`src/rtl/axis_demo_pkg.sv`:
```
// Shared definitions for the AXI4-Stream passthrough demo: generator FSM states,
// last-beat byte-enable rule and the deterministic byte pattern.
package axis_demo_pkg;

    typedef enum logic [1:0] {
        StIdle,
        StSend,
        StGap,
        StDone
    } gen_state_e;

    // Last-beat TKEEP bit for one lane; a zero remainder means the beat is full.
    function automatic logic keep_mask(input int unsigned rem, input int unsigned lane);
        return (rem == 0) || (lane < rem);
    endfunction

    function automatic logic [7:0] pattern_byte(input logic [7:0] frame, input logic [7:0] idx);
        return frame + idx;
    endfunction

endpackage

```
`src/rtl/axis_frame_gen_if.sv`:
```
// AXI4-Stream bundle between the frame generator and the downstream stream FIFO.
interface axis_frame_gen_if #(
    parameter int unsigned DATA_WIDTH = 32,
    parameter int unsigned KEEP_WIDTH = DATA_WIDTH / 8,
    parameter int unsigned ID_WIDTH   = 8,
    parameter int unsigned DEST_WIDTH = 8,
    parameter int unsigned USER_WIDTH = 1
);
    logic [DATA_WIDTH-1:0] TDATA;
    logic [KEEP_WIDTH-1:0] TKEEP;
    logic                  TVALID;
    logic                  TREADY;
    logic                  TLAST;
    logic [ID_WIDTH-1:0]   TID;
    logic [DEST_WIDTH-1:0] TDEST;
    logic [USER_WIDTH-1:0] TUSER;

    modport master (
        output TDATA, TKEEP, TVALID, TLAST, TID, TDEST, TUSER,
        input  TREADY
    );

    modport slave (
        input  TDATA, TKEEP, TVALID, TLAST, TID, TDEST, TUSER,
        output TREADY
    );
endinterface

```
`src/rtl/axis_frame_gen.sv`:
```
// Programmable AXI4-Stream frame source: sends cfg_frames frames of cfg_len_bytes bytes
// with a (frame + byte) mod 256 pattern and optional idle gaps between frames.
module axis_frame_gen
    import axis_demo_pkg::*;
#(
    parameter int unsigned DATA_WIDTH = 32,
    parameter int unsigned KEEP_WIDTH = DATA_WIDTH / 8,
    parameter int unsigned ID_WIDTH   = 8,
    parameter int unsigned DEST_WIDTH = 8,
    parameter int unsigned USER_WIDTH = 1,
    parameter int unsigned LEN_WIDTH  = 16,
    parameter int unsigned CNT_WIDTH  = 16
) (
    input  logic                  ap_clk,
    input  logic                  ap_rst_n,
    input  logic                  cfg_start,
    input  logic [LEN_WIDTH-1:0]  cfg_len_bytes,
    input  logic [CNT_WIDTH-1:0]  cfg_frames,
    input  logic [7:0]            cfg_gap,
    input  logic [ID_WIDTH-1:0]   cfg_id,
    input  logic [DEST_WIDTH-1:0] cfg_dest,
    input  logic [USER_WIDTH-1:0] cfg_user_last,
    axis_frame_gen_if.master      output_r,
    output logic                  status_busy,
    output logic                  status_done,
    output logic [CNT_WIDTH-1:0]  status_frames_sent
);

    gen_state_e            state_q;
    logic [LEN_WIDTH-1:0]  len_q;
    logic [CNT_WIDTH-1:0]  frames_q;
    logic [7:0]            gap_q;
    logic [USER_WIDTH-1:0] user_q;
    logic [7:0]            frame_idx_q;
    logic [LEN_WIDTH-1:0]  byte_off_q;
    logic [7:0]            gap_cnt_q;
    logic [CNT_WIDTH-1:0]  sent_q;
    logic                  busy_q;
    logic                  done_q;

    logic                  tvalid_q;
    logic [DATA_WIDTH-1:0] tdata_q;
    logic [KEEP_WIDTH-1:0] tkeep_q;
    logic                  tlast_q;
    logic [ID_WIDTH-1:0]   tid_q;
    logic [DEST_WIDTH-1:0] tdest_q;
    logic [USER_WIDTH-1:0] tuser_q;

    // Next beat to present: frame_idx_q / byte_off_q always point at it.
    logic [DATA_WIDTH-1:0] beat_data;
    logic [KEEP_WIDTH-1:0] beat_keep;
    logic                  beat_last;
    logic [LEN_WIDTH:0]    beat_end;
    int unsigned           last_rem;

    assign beat_end  = {1'b0, byte_off_q} + (LEN_WIDTH+1)'(KEEP_WIDTH);
    assign beat_last = beat_end >= {1'b0, len_q};
    assign last_rem  = 32'(len_q % LEN_WIDTH'(KEEP_WIDTH));

    for (genvar j = 0; j < KEEP_WIDTH; j++) begin : g_lane
        logic [7:0] lane_off;
        assign lane_off             = byte_off_q[7:0] + 8'(j);
        assign beat_keep[j]         = beat_last ? keep_mask(last_rem, j) : 1'b1;
        assign beat_data[8*j +: 8]  = beat_keep[j] ? pattern_byte(frame_idx_q, lane_off) : 8'h00;
    end

    logic frame_end;
    logic last_frame;
    logic load_beat;

    always_comb begin
        frame_end  = (state_q == StSend) && tvalid_q && output_r.TREADY && tlast_q;
        last_frame = (sent_q + CNT_WIDTH'(1)) == frames_q;
        load_beat  = 1'b0;
        case (state_q)
            // Back-to-back frames reload straight after the last beat when no gap is set.
            StSend:  load_beat = !tvalid_q ||
                                 (output_r.TREADY && (!tlast_q || (!last_frame && gap_q == 8'd0)));
            StGap:   load_beat = (gap_cnt_q == 8'd1);
            default: load_beat = 1'b0;
        endcase
    end

    always_ff @(posedge ap_clk or negedge ap_rst_n) begin
        if (!ap_rst_n) begin
            state_q     <= StIdle;
            len_q       <= '0;
            frames_q    <= '0;
            gap_q       <= '0;
            user_q      <= '0;
            frame_idx_q <= '0;
            byte_off_q  <= '0;
            gap_cnt_q   <= '0;
            sent_q      <= '0;
            busy_q      <= 1'b0;
            done_q      <= 1'b0;
            tvalid_q    <= 1'b0;
            tdata_q     <= '0;
            tkeep_q     <= '0;
            tlast_q     <= 1'b0;
            tid_q       <= '0;
            tdest_q     <= '0;
            tuser_q     <= '0;
        end else begin
            done_q <= 1'b0;

            if (load_beat) begin
                tvalid_q <= 1'b1;
                tdata_q  <= beat_data;
                tkeep_q  <= beat_keep;
                tlast_q  <= beat_last;
                tuser_q  <= beat_last ? user_q : '0;
                if (beat_last) begin
                    byte_off_q  <= '0;
                    frame_idx_q <= frame_idx_q + 8'd1;
                end else begin
                    byte_off_q <= byte_off_q + LEN_WIDTH'(KEEP_WIDTH);
                end
            end

            unique case (state_q)
                StIdle: begin
                    if (cfg_start) begin
                        len_q       <= cfg_len_bytes;
                        frames_q    <= cfg_frames;
                        gap_q       <= cfg_gap;
                        user_q      <= cfg_user_last;
                        tid_q       <= cfg_id;
                        tdest_q     <= cfg_dest;
                        frame_idx_q <= '0;
                        byte_off_q  <= '0;
                        sent_q      <= '0;
                        busy_q      <= 1'b1;
                        state_q     <= (cfg_frames == '0 || cfg_len_bytes == '0) ? StDone : StSend;
                    end
                end
                StSend: begin
                    if (frame_end) begin
                        sent_q <= sent_q + CNT_WIDTH'(1);
                        if (last_frame) begin
                            tvalid_q <= 1'b0;
                            state_q  <= StDone;
                        end else if (gap_q != 8'd0) begin
                            tvalid_q  <= 1'b0;
                            gap_cnt_q <= gap_q;
                            state_q   <= StGap;
                        end
                    end
                end
                StGap: begin
                    if (gap_cnt_q == 8'd1) begin
                        state_q <= StSend;
                    end else begin
                        gap_cnt_q <= gap_cnt_q - 8'd1;
                    end
                end
                StDone: begin
                    done_q  <= 1'b1;
                    busy_q  <= 1'b0;
                    state_q <= StIdle;
                end
            endcase
        end
    end

    assign output_r.TVALID = tvalid_q;
    assign output_r.TDATA  = tdata_q;
    assign output_r.TKEEP  = tkeep_q;
    assign output_r.TLAST  = tlast_q;
    assign output_r.TID    = tid_q;
    assign output_r.TDEST  = tdest_q;
    assign output_r.TUSER  = tuser_q;

    assign status_busy        = busy_q;
    assign status_done        = done_q;
    assign status_frames_sent = sent_q;

endmodule

```
`src/flat_wrapper.sv`:
```
// flat-port wrapper written by rule: the top's interface ports become plain ports
module axis_frame_gen_flat import axis_demo_pkg::*;
#(
    parameter int unsigned DATA_WIDTH = 32,
    parameter int unsigned KEEP_WIDTH = DATA_WIDTH / 8,
    parameter int unsigned ID_WIDTH   = 8,
    parameter int unsigned DEST_WIDTH = 8,
    parameter int unsigned USER_WIDTH = 1,
    parameter int unsigned LEN_WIDTH  = 16,
    parameter int unsigned CNT_WIDTH  = 16
)
  (ap_clk, ap_rst_n, cfg_start, cfg_len_bytes, cfg_frames, cfg_gap, cfg_id, cfg_dest, cfg_user_last, status_busy, status_done, status_frames_sent, output_r_TDATA, output_r_TKEEP, output_r_TVALID, output_r_TLAST, output_r_TID, output_r_TDEST, output_r_TUSER, output_r_TREADY);
  axis_frame_gen_if #(.DATA_WIDTH(DATA_WIDTH), .KEEP_WIDTH(KEEP_WIDTH), .ID_WIDTH(ID_WIDTH), .DEST_WIDTH(DEST_WIDTH), .USER_WIDTH(USER_WIDTH)) output_r_i ();
  input  logic ap_clk;
  input  logic ap_rst_n;
  input  logic cfg_start;
  input  logic [LEN_WIDTH-1:0] cfg_len_bytes;
  input  logic [CNT_WIDTH-1:0] cfg_frames;
  input  logic [7:0] cfg_gap;
  input  logic [ID_WIDTH-1:0] cfg_id;
  input  logic [DEST_WIDTH-1:0] cfg_dest;
  input  logic [USER_WIDTH-1:0] cfg_user_last;
  output logic status_busy;
  output logic status_done;
  output logic [CNT_WIDTH-1:0] status_frames_sent;
  output wire logic [$bits(output_r_i.TDATA)-1:0] output_r_TDATA;
  output wire logic [$bits(output_r_i.TKEEP)-1:0] output_r_TKEEP;
  output wire logic [$bits(output_r_i.TVALID)-1:0] output_r_TVALID;
  output wire logic [$bits(output_r_i.TLAST)-1:0] output_r_TLAST;
  output wire logic [$bits(output_r_i.TID)-1:0] output_r_TID;
  output wire logic [$bits(output_r_i.TDEST)-1:0] output_r_TDEST;
  output wire logic [$bits(output_r_i.TUSER)-1:0] output_r_TUSER;
  input wire logic [$bits(output_r_i.TREADY)-1:0] output_r_TREADY;
  assign output_r_TDATA = output_r_i.TDATA;
  assign output_r_TKEEP = output_r_i.TKEEP;
  assign output_r_TVALID = output_r_i.TVALID;
  assign output_r_TLAST = output_r_i.TLAST;
  assign output_r_TID = output_r_i.TID;
  assign output_r_TDEST = output_r_i.TDEST;
  assign output_r_TUSER = output_r_i.TUSER;
  assign output_r_i.TREADY = output_r_TREADY;
  axis_frame_gen #(.DATA_WIDTH(DATA_WIDTH), .KEEP_WIDTH(KEEP_WIDTH), .ID_WIDTH(ID_WIDTH), .DEST_WIDTH(DEST_WIDTH), .USER_WIDTH(USER_WIDTH), .LEN_WIDTH(LEN_WIDTH), .CNT_WIDTH(CNT_WIDTH)) u_core (.ap_clk(ap_clk), .ap_rst_n(ap_rst_n), .cfg_start(cfg_start), .cfg_len_bytes(cfg_len_bytes), .cfg_frames(cfg_frames), .cfg_gap(cfg_gap), .cfg_id(cfg_id), .cfg_dest(cfg_dest), .cfg_user_last(cfg_user_last), .output_r(output_r_i), .status_busy(status_busy), .status_done(status_done), .status_frames_sent(status_frames_sent));
endmodule
```
`config.mk`:
```
export PLATFORM = sky130hd
export DESIGN_NAME = axis_frame_gen_flat
export DESIGN_NICKNAME = d
export VERILOG_FILES = /design/src/rtl/axis_demo_pkg.sv /design/src/rtl/axis_frame_gen_if.sv /design/src/rtl/axis_frame_gen.sv /design/src/flat_wrapper.sv
export SDC_FILE = /design/constraint.sdc
export NUM_CORES = 1
export LEC_CHECK = 0
export BUFFER_PORTS_ARGS = -buffer_cell sky130_fd_sc_hd__buf_2
export CAP_MARGIN = 0
export CORE_MARGIN = 1.5
export CORE_UTILIZATION = 28
export DETAILED_ROUTE_END_ITERATION = 6
export SYNTH_ARGS = -nofsm -noshare
export SYNTH_HDL_FRONTEND = slang
export SYNTH_SLANG_ARGS = --single-unit
```
`constraint.sdc`:
```
create_clock -name ap_clk -period 10 [get_ports ap_clk]
set_input_delay 1 -clock ap_clk [delete_from_list [all_inputs] [get_ports ap_clk]]
set_output_delay 1 -clock ap_clk [all_outputs]
set_load 0.01 [all_outputs]
```
==> results of run 1 <==
[final timing paths]
check	slack, ns	cells past startpoint	endpoint
max	5.10	14	u_core.byte_off_q[13]
min	0.47	2	u_core.output_r.TDEST[7]
max reg2reg	5.10	14	u_core.byte_off_q[13]
min reg2reg	0.47	2	u_core.output_r.TDEST[7]
max in group asynchronous	8.15	2	u_core.output_r.TDEST[2]
min in group asynchronous	0.63	1	u_core.gap_cnt_q[4]
[synthesized netlist by cell type (12+ instances only)]
| master | instances | area share [%] |
|---|---|---|
| sky130_fd_sc_hd__a31oi_1 | 17 | 1.2 |
| sky130_fd_sc_hd__clkbuf_1 | 31 | 1.3 |
| sky130_fd_sc_hd__and3_1 | 15 | 1.1 |
| sky130_fd_sc_hd__nor3_1 | 14 | 0.80 |
| sky130_fd_sc_hd__a21o_1 | 17 | 1.5 |
| sky130_fd_sc_hd__nor2_1 | 18 | 0.78 |
| sky130_fd_sc_hd__a21oi_1 | 28 | 1.6 |
| sky130_fd_sc_hd__nand3_1 | 36 | 2.1 |
| sky130_fd_sc_hd__inv_1 | 42 | 1.8 |
| sky130_fd_sc_hd__o211ai_1 | 12 | 1.0 |
| sky130_fd_sc_hd__buf_2 | 16 | 0.92 |
| sky130_fd_sc_hd__dfrtp_1 | 148 | 42 |
| sky130_fd_sc_hd__xnor2_1 | 31 | 3.1 |
| sky130_fd_sc_hd__nand2_1 | 188 | 8.1 |
| sky130_fd_sc_hd__o21ai_0 | 68 | 3.9 |
| sky130_fd_sc_hd__ha_1 | 43 | 6.2 |
| sky130_fd_sc_hd__xor2_1 | 22 | 2.2 |
| sky130_fd_sc_hd__nor4b_1 | 13 | 1.3 |
| sky130_fd_sc_hd__nor4_1 | 14 | 1.0 |
| sky130_fd_sc_hd__o31ai_1 | 18 | 1.6 |
[logic make-up (layout without fill, tap and decap cells)]
kind of cell | after synthesis | count (layout) | synth area share (%)
AOI/OAI and AO/OA | 213 | 213 | 16.5
buffers and inverters | 97 | 212 | 4.49
muxes | 28 | 28 | 3.90
xor gates and xnor gates | 53 | 53 | 5.33
DFF | 148 | 148 | 42.5
and+or+nand+nor | 344 | 344 | 19.3
adders and majority gates | 51 | 51 | 8.01
[cells in the final DEF, fill, tap and decap left out, types with 4 or more instances in the layout]
cell                         netlist  final
sky130_fd_sc_hd__nand3_1          36     35
sky130_fd_sc_hd__ha_1             43     43
sky130_fd_sc_hd__and3_1           15     15
sky130_fd_sc_hd__a211oi_1          4      4
sky130_fd_sc_hd__o211ai_1         12     12
sky130_fd_sc_hd__nor4b_1          13     13
sky130_fd_sc_hd__clkbuf_16         0     17
sky130_fd_sc_hd__a31o_2            9      9
sky130_fd_sc_hd__nand4_1           8      8
sky130_fd_sc_hd__nor2_1           18     18
sky130_fd_sc_hd__nand2b_1          5      5
sky130_fd_sc_hd__o21ai_0          68     68
sky130_fd_sc_hd__buf_4             0      4
sky130_fd_sc_hd__mux2i_1          10     10
sky130_fd_sc_hd__nand2_1         188    187
sky130_fd_sc_hd__a41o_1            4      4
sky130_fd_sc_hd__a21oi_1          28     28
sky130_fd_sc_hd__a32o_1           10     10
sky130_fd_sc_hd__xor2_1           22     22
sky130_fd_sc_hd__a21boi_0          6      6
sky130_fd_sc_hd__a21o_1           17     17
sky130_fd_sc_hd__a31oi_1          17     17
sky130_fd_sc_hd__nor3_1           14     14
sky130_fd_sc_hd__and4_1            4      4
sky130_fd_sc_hd__fa_1              8      8
sky130_fd_sc_hd__nor4_1           14     14
sky130_fd_sc_hd__xnor2_1          31     31
sky130_fd_sc_hd__inv_6             0      4
sky130_fd_sc_hd__clkinvlp_4        0      5
sky130_fd_sc_hd__buf_2            16    132
sky130_fd_sc_hd__o31ai_1          18     18
sky130_fd_sc_hd__dfrtp_1         148    148
sky130_fd_sc_hd__inv_1            42     42
sky130_fd_sc_hd__mux2_2            8      8
sky130_fd_sc_hd__mux2_4           10     10
sky130_fd_sc_hd__or3_1             6      6
[final cells by class]
type	instances	area [sq um]
flip-flops and latches	148	3700
well taps	396	495
clock buffers	20	457
clock inverters	12	120
fillers	3164	20300
repair buffers	137	702
multi-input cells	689	4630
inverters	43	161
[power groups by stage]
stage          clock, mW  sequential (mW)  combinational (mW)
6_report           0.640            0.691               0.321
5_1_grt            0.679            0.699               0.356
4_1_cts            0.652            0.692               0.326
3_5_place_dp           0            0.701               0.323
3_3_place_gp           0            0.700               0.321
2_1_floorplan          0            0.713               0.186
[state kept, by name (all words and copies together), names as in the netlist]
register / cells
u_core.output_r.TDATA: 32
u_core.byte_off_q: 16
u_core.frames_q: 16
u_core.len_q: 16
u_core.status_frames_sent: 16
u_core.frame_idx_q: 8
u_core.gap_cnt_q: 8
u_core.gap_q: 8
u_core.output_r.TDEST: 8
u_core.output_r.TID: 8
u_core.output_r.TKEEP: 4
u_core.state_q: 2
u_core.output_r.TLAST: 1
u_core.output_r.TUSER: 1
u_core.output_r.TVALID: 1
u_core.status_busy: 1
u_core.status_done: 1
u_core.user_q: 1
[per-layer routing]
metal / vias up / track usage [%]
met1: 3535 / 19.5
met3: 22 / 3.04
met5: - / 0
met4: 0 / 3.63
li1: 3516 / -
met2: 169 / 24.1
[per-stage QoR]
| step | instance area (sq um) | setup WS [ns] | utilization [%] | std cells |
|---|---|---|---|---|
| 3_3_place_gp | 9690 | 5.20 | 31.7 | 1413 |
| 4_1_cts | 10300 | 5.08 | 33.6 | 1445 |
| 3_5_place_dp | 9690 | 5.11 | 31.7 | 1413 |
| 2_1_floorplan | 8720 | 6.32 | - | 934 |
| 6_report | 10300 | 5.10 | 33.6 | 1445 |
| 5_1_grt | 10300 | 4.73 | 33.6 | 1445 |
[worst min-delay path, delay by kind of cell (launching register included)]
family | cells | cell delay [ns]
DFF | 1 | 0.34
and+or+nand+nor | 2 | 0.10
==> impl_summary.txt, run 1 <==
----------------------------------------------------
[Status]
  Outcome ... complete, no violations

[Finish]
  # nets final ... around 1.1k
  Fraction of final layout cells with drive strength greater than 1 ... between 20% and 30%
  ANT cells ... 0
  Growth of design area from synthesis to finish ... 17.8%

[STA]
  Shortest period the worst path allows ... around 5 ns
  Max-slew violation total from the final report ... 0
  Sum of negative setup slack ... 0 ns
  Actual transition at the worst max-transition pin ... approximately 1 ns
  Final hold violations ... 0
  Ratio of final minimum period to clock period ... 49.0%
  Peak clock frequency supported by timing ... around 200 MHz
  Worst-case headroom to the max-slew limit ... about a third
  Setup repair after global routing missed its margin ... no
  Worst hold margin ... 0.467 ns
  Worst-case clock skew ... approximately 0.014 ns
  Setup-failing EPs final ... 0

[Clocking]
  Root Buffer ... sky130_fd_sc_hd__clkbuf_16
  H-tree depth reported by CTS ... 4
  TritonCTS clock tree ... done
  CTS Buf Count ... 17
  Post-CTS clock slew at the launch and capture registers of the worst setup and hold paths ... about 0.070 ns
  Number of setup buffers added after CTS ... 0
  CTS Hold Buffers Added ... 0
  Post-CTS sizing ... 0
  Maximum clock path buffer count ... 2
  Clock latency on the worst-skew pair ... ~0.44 ns
  Clock net sink count ... 148

[Drt]
  Initial DRC Count ... 450
  Antenna violation net count after detailed routing ... 0
  Detailed-route DRC error count ... 0
  Total routed wirelength ... approximately 23000 um
  Routed vias/inst ... 5.01
  Vias after detailed routing ... 7242
  Met1 wire length ... roughly 11000 um
  Count of TritonRoute iterations in the first routing pass ... 5
  Routed length on met2 ... approximately 11000 um
  Met3 WL ... 1100 um
  Average detailed-routed wire length per instance ... 16.2 um
  Uppermost layer routed ... met4

[Global route]
  Largest net degree at the start of global routing ... 99
  Total global-route track usage ... approximately 15%
  Gr ovfl total ... 0
  Initial antenna violation count ... 0
  Wire length of the first global-routing pass ... about 38000 um
  Number of global-route vias before repair ... 7171

[Pwr]
  VDD IR-drop max ... approximately 130 uV
  Total design power ... 1.65 mW
  Internal power ... about 1.2 mW
  Power density cells ... approximately 160 mW/mm^2
  Combinational share of power ... approximately a fifth
  Switching share of total power ... between 20% and 30%
  Static leakage ... about 5.0 nW
  Power share of the clock group ... roughly two fifths
  Switch Pwr ... ~0.49 mW
  Proportion of power drawn by flip-flops and latches ... 41.8%

[Floorplanning]
  Area of the core region ... between 0.03 and 0.04 sq mm
  Total Die Area ... between 0.03 and 0.04 sq mm
  Io pins ... ~130
  Initial core utilization ... between 20% and 30%
  Die span in x ... 179 um
  Height of the die ... 179 um
  Num rows ... 64

[Critical path]
  Worst setup path startpoint ... u_core.byte_off_q[3]
  Critical path capture point type ... flop
  Critical path cell sequence ... ha_1, and3_1, and3_1, and3_1, and3_1, nand3_1, xnor2_1, ha_1, a211oi_1, o21ai_0, a211oi_1, nand3_2, or4b_2, a21oi_1
  Reg2reg start ... u_core.byte_off_q[3]
  Critical Path Slowest Stage Cell ... sky130_fd_sc_hd__or4b_2
  Crit path max fanout ... 51
  Data required time at the worst endpoint ... around 10 ns
  Startpoint Class ... flop
  Arrival time at the worst endpoint ... ~5.3 ns
  Cell type with the highest occurrence count on the critical path ... sky130_fd_sc_hd__and3_1
  Bufs and invs on worst path ... 0
  CP peak stage delay ... ~0.92 ns
  CP top delay family ... simple AND/OR/NAND/NOR gates
  Critical Setup Path Class ... flop to flop

[Run]
  Number of violations of the max-capacitance limit ... 0

[Logic synthesis]
  Number of flops mapped to enable cells by yosys ... 0
  Synthesized instance count ... between 900 and 1k
  Synth async-reset ratio ... 100%
  Top FF cell, synth ... sky130_fd_sc_hd__dfrtp_1
  Synth Register Bits ... between 100 and 150
  Register area share after synthesis ... a little over two fifths
  Cell area after technology mapping ... slightly below 0.009 sq mm
  Netlist cell types ... 65
  Avg Synthesized Cell Area ... 9.33 sq um
  Net count after synthesis ... approximately 1.0k
  Yosys warning total ... 0

[Min path]
  Startpoint of the worst hold path ... u_core.output_r.TDEST[7]
  Worst hold path type ... flop to flop

[Placed design]
  Global placement routability congestion ... a little over 0.8
  Final HPWL DP ... between 15000 and 20000 um
  Buffers on Ports ... about 130

----------------------------------------------------
(Power assumes the default switching activity.)
==> inputs of run 2 (changes only) <==
==> constraint.sdc (replaced) <==
create_clock -name ap_clk -period 5 [get_ports ap_clk]
set_input_delay 0.5 -clock ap_clk [delete_from_list [all_inputs] [get_ports ap_clk]]
set_output_delay 0.5 -clock ap_clk [all_outputs]
set_load 0.01 [all_outputs]
==> impl_summary.txt, run 2 (synthesized netlist as in run 1, its figures left out) <==
----------------------------------------------------
[Floorplanning]
  Total Die Area ... 0.0322 sq mm (unchanged)
  Height of the die ... 179 um (unchanged)
  Num rows ... 64 (unchanged)
  Area of the core region ... 0.0306 sq mm (unchanged)
  Die span in x ... 179 um (unchanged)
  Initial core utilization ... 28.5% (unchanged)
  Io pins ... 134 (unchanged)

[Finish]
  Most frequent cells in the layout ... 187 x sky130_fd_sc_hd__nand2_1, 148 x sky130_fd_sc_hd__dfrtp_1, 132 x sky130_fd_sc_hd__buf_2, 68 x sky130_fd_sc_hd__o21ai_0, 43 x sky130_fd_sc_hd__ha_1
  ANT cells ... 0 (unchanged)
  Flip-flop count of the largest register, all copies and words added ... 32 (unchanged)
  Fraction of final layout cells with drive strength greater than 1 ... 20.3% (+0.23 points)
  Area of the multi-input gates ... 0.00463 sq mm (unchanged)
  # nets final ... 1152 (+0.35%)
  Most common library cell in the layout ignoring fill and taps ... sky130_fd_sc_hd__nand2_1
  Layout fillers ... 3196 (+1.0%)
  Area used by sequential logic in the layout ... 0.00370 sq mm (unchanged)
  Growth of design area from synthesis to finish ... 18.2%
  Final standard cell area without fillers ... 0.0103 sq mm (+0.33%)

[Critical path]
  Arrival time at the worst endpoint ... 4.45 ns (-0.81 ns)
  Crit path max fanout ... 49 (-3.9%)
  Critical Setup Path Class ... flop to flop
  Data required time at the worst endpoint ... 5.33 ns (-5.03 ns)
  Critical Path End ... u_core.output_r.TDATA[12]
  Startpoint Class ... flop
  Capture instance of the worst register-to-register path ... u_core.output_r.TDATA[12]
  Reg2reg start ... u_core.byte_off_q[2]
  Worst setup path startpoint ... u_core.byte_off_q[2]
  Slack of the worst reg-to-reg path ... 0.88 ns (-4.22 ns)
  Number of cell instances on the worst register-to-register path ... 15 (+1)
  Critical path capture point type ... flop

[Clocking]
  TritonCTS clock tree ... done
  CTS Buf Count ... 17 (unchanged)
  Clock latency on the worst-skew pair ... 0.44 ns (about the same)
  CTS Hold Buffers Added ... 0 (unchanged)
  Post-CTS sizing ... 0 (unchanged)
  Root Buffer ... sky130_fd_sc_hd__clkbuf_16
  Number of setup buffers added after CTS ... 0 (unchanged)
  Maximum clock path buffer count ... 2 (unchanged)
  Post-CTS clock slew at the launch and capture registers of the worst setup and hold paths ... 0.07 ns (about the same)
  Clock net sink count ... 148 (unchanged)
  H-tree depth reported by CTS ... 4 (unchanged)

[STA]
  Worst hold margin ... -0.0136 ns (-0.480 ns)
  Setup repair after global routing missed its margin ... no
  Sum of negative setup slack ... 0 ns (unchanged)
  Worst-case clock skew ... 0.0133 ns (-0.000741 ns)
  Ratio of final minimum period to clock period ... 82.5% (+33 points)
  Max-slew violation total from the final report ... 0 (unchanged)
  Setup-failing EPs final ... 0 (unchanged)
  Actual transition at the worst max-transition pin ... 0.981 ns (-0.0219 ns)
  Shortest period the worst path allows ... 4.12 ns (-0.776 ns)
  Peak clock frequency supported by timing ... 242 MHz (+19%)
  Final hold violations ... 12 (+12)
  Worst-case headroom to the max-slew limit ... 34.6% (+1.5 points)

[Global route]
  Gr ovfl total ... 0 (unchanged)
  Number of global-route vias before repair ... 7203 (+0.45%)
  Wire length of the first global-routing pass ... 39200 um (+2.3%)
  Initial antenna violation count ... 0 (unchanged)
  Total global-route track usage ... 15.0% (+0.33 points)
  Largest net degree at the start of global routing ... 97 (-2.0%)

[Drt]
  Initial DRC Count ... 496 (+10%)
  Routed vias/inst ... 5.05 (+0.74%)
  Total routed wirelength ... 23600 um (+0.97%)
  Antenna violation net count after detailed routing ... 0 (unchanged)
  Count of TritonRoute iterations in the first routing pass ... 5 (unchanged)
  Detailed-route DRC error count ... 0 (unchanged)
  Average detailed-routed wire length per instance ... 16.3 um (+0.76%)
  Vias after detailed routing ... 7311 (+0.95%)

[Min path]
  Worst hold path type ... input port to asynchronous set/reset pin

[Placed design]
  Total cell area at the placement stage ... 0.00972 sq mm (+0.31%)
  Final HPWL DP ... 17000 um (+2.9%)
  Buffers on Ports ... 133 (unchanged)
  Global placement routability congestion ... 0.844 (+2.3%)

[Status]
  Failing checks ... hold timing
  Outcome ... finished with violations

[Run]
  Number of violations of the max-capacitance limit ... 0 (unchanged)

[Pwr]
  Power density cells ... 322 mW/mm^2 (+100%)
  VDD IR-drop max ... 230 uV (+78%)
  Static leakage ... 5.07 nW (+0.57%)

----------------------------------------------------
[run 2: changes by cell type in the layout (fill, tap and decap cells not counted), sizes merged]
cell	change
buf	+4
clkbuf	-2
clkinvlp	-2
bufinv	+1
clkinv	+2
[run 2: worst min-delay path by stage]
| stage | start | to | slack (ns) | cells past startpoint |
|---|---|---|---|---|
| floorplan | ap_rst_n | u_core.byte_off_q[0] | 0.20 | 0 |
| global placement | u_core.output_r.TKEEP[0] | u_core.output_r.TKEEP[0] | 0.45 | 1 |
| detailed placement | u_core.output_r.TKEEP[0] | u_core.output_r.TKEEP[0] | 0.46 | 1 |
| CTS | ap_rst_n | u_core.gap_q[0] | 0.001 | 1 |
| global route | ap_rst_n | u_core.gap_q[1] | 0.009 | 1 |
| finish | ap_rst_n | u_core.gap_q[1] | -0.01 | 1 |
[run 2: through the flow]
stage / instances / power [mW] / hold slack [ns] / setup WS, ns / util [%]
finish: 1448 / 3.31 / -0.0136 / 0.876 / 33.7
floorplan: 934 / 1.80 / 0.204 / 1.32 / -
detailed placement: 1417 / 2.05 / 0.456 / 0.947 / 31.8
global placement: 1417 / 2.04 / 0.447 / 1.04 / 31.8
CTS: 1448 / 3.36 / 0.000951 / 0.900 / 33.7
global route: 1448 / 3.48 / 0.00935 / 0.507 / 33.7
[run 2: final cells by class]
cell class	instances	share of cell area, %
well taps	396	4.81
clock inverters	13	1.47
multi-input cells	689	44.9
inverters	43	1.57
clock buffers	18	4.17
repair buffers	141	7.10
flip-flops and latches	148	35.9
[run 2: power by group]
group	internal [mW]	switching, mW
registers	1.30	0.0867
clock network	0.741	0.548
logic	0.301	0.339
[run 2: worst max-delay path: stages (launching register included)]
cell                       delay (ns)
sky130_fd_sc_hd__dfrtp_1         0.44
sky130_fd_sc_hd__ha_1            0.24
sky130_fd_sc_hd__and3_1          0.24
sky130_fd_sc_hd__and3_1          0.26
sky130_fd_sc_hd__and3_1          0.25
sky130_fd_sc_hd__and3_1          0.27
sky130_fd_sc_hd__nand3_1         0.11
sky130_fd_sc_hd__xnor2_1         0.15
sky130_fd_sc_hd__ha_1            0.20
sky130_fd_sc_hd__a211oi_1        0.20
sky130_fd_sc_hd__o21ai_0         0.12
sky130_fd_sc_hd__a211oi_1        0.46
sky130_fd_sc_hd__nand3_2         0.14
sky130_fd_sc_hd__buf_4           0.30
sky130_fd_sc_hd__and2_1          0.34
sky130_fd_sc_hd__o31ai_1         0.28
[run 2: routing by layer]
metal	up-vias	track usage [%]	wire, um
li1	3518	-	-
met1	3614	19.9	11000
met2	163	25.0	11400
met3	16	2.88	1010
met4	0	3.63	233
met5	-	0	0
